File: config.mk
export PLATFORM = sky130hd
export DESIGN_NAME = group_add_tree
export DESIGN_NICKNAME = d
export VERILOG_FILES = /design/src/rtl/group_add_tree.sv
export SDC_FILE = /design/constraint.sdc
export NUM_CORES = 1
export LEC_CHECK = 0
export CORE_MARGIN = 1
export CORE_UTILIZATION = 52
export CTS_CLUSTER_SIZE = 40
export DETAILED_ROUTE_END_ITERATION = 8
export PLACE_DENSITY = 0.81
export SETUP_SLACK_MARGIN = 0.5
export SLEW_MARGIN = 20
export SYNTH_ARGS = -nofsm -noshare
export SYNTH_HDL_FRONTEND = slang
export SYNTH_SLANG_ARGS = --single-unit
File: constraint.sdc
create_clock -name clk -period 3.6 [get_ports clk]
set_input_delay 0.54 -clock clk [delete_from_list [all_inputs] [get_ports clk]]
set_output_delay 0.54 -clock clk [all_outputs]
set_load 0.005 [all_outputs]
File: src/rtl/group_add_tree.sv
// group_add_tree: pipelined signed adder tree that reduces GROUP_NB packed
// NUM_WIDTH-bit operands to one saturated NUM_WIDTH-bit sum per clock.
// Internal nodes carry DEPTH guard bits, so no sum can wrap inside the tree.
// The final pairwise add is saturated and lands directly in the output
// register, so the latency is exactly DEPTH clock edges.
module group_add_tree #(
  parameter int GROUP_NB  = 4,
  parameter int NUM_WIDTH = 16
) (
  input  logic                          clk,
  input  logic                          rst_n,
  input  logic [NUM_WIDTH*GROUP_NB-1:0] up_data,
  output logic [NUM_WIDTH-1:0]          dn_data
);

  // A single operand still gets one register stage, so the depth is at least 1.
  localparam int DEPTH = (GROUP_NB <= 1) ? 1 : $clog2(GROUP_NB);
  // Each level adds at most one bit of growth, so DEPTH guard bits cover the whole tree.
  localparam int SUM_W = NUM_WIDTH + DEPTH;

  localparam logic signed [NUM_WIDTH-1:0] MAX_NUM = {1'b0, {(NUM_WIDTH-1){1'b1}}};
  localparam logic signed [NUM_WIDTH-1:0] MIN_NUM = {1'b1, {(NUM_WIDTH-1){1'b0}}};
  localparam logic signed [SUM_W-1:0]     MAX_V   = SUM_W'(MAX_NUM);
  localparam logic signed [SUM_W-1:0]     MIN_V   = SUM_W'(MIN_NUM);

  // Number of entries present at tree level k (level 0 holds the raw operands).
  function automatic int level_cnt(input int k);
    return (GROUP_NB + (1 << k) - 1) >> k;
  endfunction

  // Levels 0 .. DEPTH-1 are built here.
  // The last add happens in the output stage below.
  for (genvar k = 0; k < DEPTH; k++) begin : g_lvl
    localparam int N = level_cnt(k);
    logic signed [SUM_W-1:0] node [N];

    if (k == 0) begin : g_in
      // Sign-extend each packed operand to the internal width.
      for (genvar j = 0; j < N; j++) begin : g_ext
        assign node[j] = SUM_W'($signed(up_data[j*NUM_WIDTH +: NUM_WIDTH]));
      end
    end else begin : g_reg
      localparam int NP = level_cnt(k - 1);
      logic signed [SUM_W-1:0] node_d [N];
      logic signed [SUM_W-1:0] node_q [N];

      // Pair neighbours from the previous level.
      // An odd trailing entry is passed through unchanged.
      for (genvar j = 0; j < N; j++) begin : g_node
        if (2*j + 1 < NP) begin : g_pair
          assign node_d[j] = g_lvl[k-1].node[2*j] + g_lvl[k-1].node[2*j+1];
        end else begin : g_pass
          assign node_d[j] = g_lvl[k-1].node[2*j];
        end
      end

      // Register this tree level; reset clears any vectors in flight.
      always_ff @(posedge clk or negedge rst_n) begin
        if (!rst_n) begin
          for (int j = 0; j < N; j++) node_q[j] <= '0;
        end else begin
          for (int j = 0; j < N; j++) node_q[j] <= node_d[j];
        end
      end

      assign node = node_q;
    end
  end

  // The last built level always has one or two entries left to combine.
  localparam int NL = level_cnt(DEPTH - 1);

  logic signed [SUM_W-1:0]     final_sum;
  logic        [NUM_WIDTH-1:0] dn_d;
  logic        [NUM_WIDTH-1:0] dn_q;

  if (NL >= 2) begin : g_last_pair
    assign final_sum = g_lvl[DEPTH-1].node[0] + g_lvl[DEPTH-1].node[1];
  end else begin : g_last_pass
    assign final_sum = g_lvl[DEPTH-1].node[0];
  end

  // Clamp the full-precision sum into the NUM_WIDTH signed range.
  always_comb begin
    dn_d = final_sum[NUM_WIDTH-1:0];
    if (final_sum > MAX_V) begin
      dn_d = MAX_NUM;
    end else if (final_sum < MIN_V) begin
      dn_d = MIN_NUM;
    end
  end

  // The output register doubles as the last tree level.
  always_ff @(posedge clk or negedge rst_n) begin
    if (!rst_n) begin
      dn_q <= '0;
    end else begin
      dn_q <= dn_d;
    end
  end

  assign dn_data = dn_q;

endmodule

==> qor.csv <==
stage,metric,value,unit
yosys,seq_area_frac_synth,33.4,%
routing,wirelength,7.99,mm
yosys,synth.most_common_cell,dfrtp_1,
yosys,syn-instance-count,403,
yosys,yosys_warnings,0,
layout,antenna_cells,0,
clock_tree,cts_buffers,5,
critical_path,cp_top_family,compound AO/OA/AOI/OAI gates,
sta,rsz0062_at_grt,no,
yosys,synth_ff_type,dfrtp_1,
critical_path,critPathLaunchType,flop,
critical_path,max_stage_delay,410,ps
global_routing,overflow,0,
routing,wl_met1,3.43,mm
global_routing,first_global_vias,3079,
critical_path,arrival,3110,ps
yosys,synth_nets,521,
routing,drcViolationCount,0,
sta,fin_ws,669,ps
power_and_ir_drop,power.leakage,2.09,nW
sta,finalCriticalPeriod,2930,ps
sta,finalMaxSlewViolations,0,
critical_path,startpoint,g_lvl[1].g_reg.node_q[18]$_DFF_PN0_,
critical_path,critPathRequiredTime,3780,ps
sta,worst_pin_slew,767,ps
hold_path,worstHoldPathType,input port to asynchronous set/reset pin,
routing,antenna_left,0,
yosys,synth_area_leader_cell,dfrtp_1,
sta,skew,7.59,ps
power_and_ir_drop,peakVddDrop,0.211,mV
clock_tree,clockBufferDepth,2,
sta,setup_viol,0,
clock_tree,cts.clk_slew.worst_paths,90,ps
routing,vias_per_cell,5.65,
power_and_ir_drop,power_per_cell_area,537,nW/um^2
die,core_area,6870,sq um
sta,hold_violations,0,
critical_path,cp_num_buf_inv,2,
critical_path,critical_path_class,flop to flop,
routing,dr.pass1.iters,4,
die,die_h,86.9,um
critical_path,end_kind,flop,
placement,preCtsSetupSlack,463,ps
global_routing,antenna_found_initial,0,
routing,routedWlPerCell,13.7,um
clock_tree,cts_sinks,50,
yosys,synth.avg_cell_area,9.31,sq um
routing,vias,3290,
layout,nNetsFinal,603,
die,boundaryPins,82,
routing,wl_met3,301,um
clock_tree,hold_buffers,0,
job,maxCapViolCount,0,
layout,drive_gt1_share,3.91,%
critical_path,crit_fanout,9,
placement,io_buffers,81,
placement,gp_routability_congestion,0.955,
sta,fin_crit_sh,81.4,%
critical_path,crit_chain,ha_1 > inv_1 > fa_1 > nand2b_1 > a21oi_2 > o2111ai_1 > o31a_1 > a221o_1 > a21oi_4 > buf_4 > o21ai_0,
layout,area_growth,27.2,%
yosys,synth_edf_count,0,
yosys,ys_types,51,
sta,slew_headroom,48.8,%
sta,tns,0,ps
clock_tree,insertion_delay,300,ps
yosys,ys_ff_latch,50,
critical_path,rr_startpoint,g_lvl[1].g_reg.node_q[18]$_DFF_PN0_,
critical_path,critPathSlowestCell,a221o_1,
yosys,synth.top_cells.by_count,"dfrtp_1 (50), ha_1 (49), a21oi_1 (39)",
yosys,synth_area_leaders,"dfrtp_1 (33%), ha_1 (16%), xnor2_1 (5.4%)",
global_routing,track_usage,23.1,%
placement,dp_hpwl,6.48,mm
sta,hold_slack,232,ps
global_routing,grt_pass1_wl,13.8,mm
die,num_rows,30,
global_routing,grt_max_degree,51,
clock_tree,cts_tree,done,
die,dieArea,7560,sq um
die,fp.dieW,86.9,um
routing,met2_length,4.07,mm
routing,drt_iter0_drc,140,
yosys,synth.top_cell.area_share,33.4,%
yosys,ys_async_sr_fraction,100,%
yosys,synth_area,3750,sq um
clock_tree,htree_num_levels,2,
die,initial_utilization,54.6,%
sta,max_freq,341,MHz
routing,routed.top_layer,met4,
status,status,"complete, no violations",
clock_tree,cts_root_buf,clkbuf_8,
[per-layer routing]
metal	track usage, %	vias to the layer above
met4	8.64	0
met1	29.8	1515
met2	40.2	112
met5	0	-
met3	1.99	18
li1	-	1645
[final cells by class]
class / count / area (sq um)
Multi-Input combinational cell: 324 / 2400
Timing Repair Buffer: 83 / 823
Sequential cell: 50 / 1250
Clock inverter: 3 / 25.0
Clock buffer: 5 / 68.8
Fill cell: 528 / 2100
Inverter: 21 / 78.8
Tap cell: 96 / 120
[state kept, by name (all words and copies together), names as in the netlist]
name,flops
dn_data,16
g_lvl.g_reg.node_q,34
[timing repair]
item | CTS | global route
endpoints found under the setup margin | 0 | 14
gates resized for setup | 0 | 4
buffers inserted | 0 | 2
[cell usage in the layout (no fill, tap or decap), types with 4 or more instances in the layout]
master,n
clkdlybuf4s50_1,80
dfrtp_1,50
ha_1,49
a21oi_1,39
nor2_1,23
nand2_1,23
xnor2_1,23
o21ai_0,22
inv_1,21
xor2_1,15
nor3_1,13
a21o_1,11
nand3_1,10
nor2b_1,8
o21a_1,7
and3_1,7
a31oi_1,7
nand2b_1,7
o211ai_1,6
clkbuf_8,5
o21bai_1,4
[stage by stage]
stage	util [%]	instances	cell area, sq um	total power [W]
2_1_floorplan	-	403	3750	0.00173
3_5_place_dp	67.4	571	4630	0.00214
4_1_cts	68.7	579	4720	0.00248
5_1_grt	69.5	582	4770	0.00278
3_3_place_gp	67.4	571	4630	0.00210
6_report	69.5	582	4770	0.00256
[final timing paths]
kind	endpoint	slack, ps	cells past startpoint
worst max-delay path	dn_data[0]$_DFF_PN0_	670	11
worst min-delay path	g_lvl[1].g_reg.node_q[20]$_DFF_PN0_	230	1
worst max register to register	dn_data[0]$_DFF_PN0_	670	11
worst min register to register	dn_data[0]$_DFF_PN0_	700	3
max in group asynchronous	g_lvl[1].g_reg.node_q[34]$_DFF_PN0_	2980	1
min in group clk	dn_data[0]$_DFF_PN0_	700	3
[worst reg2reg max path: stages, from the launching register on]
cell and delay [ps]:
dfrtp_1 370, ha_1 200, inv_1 60, fa_1 400, nand2b_1 200, a21oi_2 180, o2111ai_1 230, o31a_1 330
a221o_1 410, a21oi_4 190, buf_4 170, o21ai_0 90
[where the power goes]
part	total, W	switching [W]	internal (W)
registers	0.000783	0.0000506	0.000732
logic	0.00144	0.000746	0.000697
clock network	0.000333	0.000193	0.000140
total	0.00256	0.000990	0.00157
[cells by family after synthesis]
logic type | synth area share [%]
buf+inv | 3.40
flops | 33.4
xor+xnor | 8.87
compound gates | 22.9
fa+ha+maj | 17.9
simple gates | 13.5
Power figures use the tool's default switching activity.
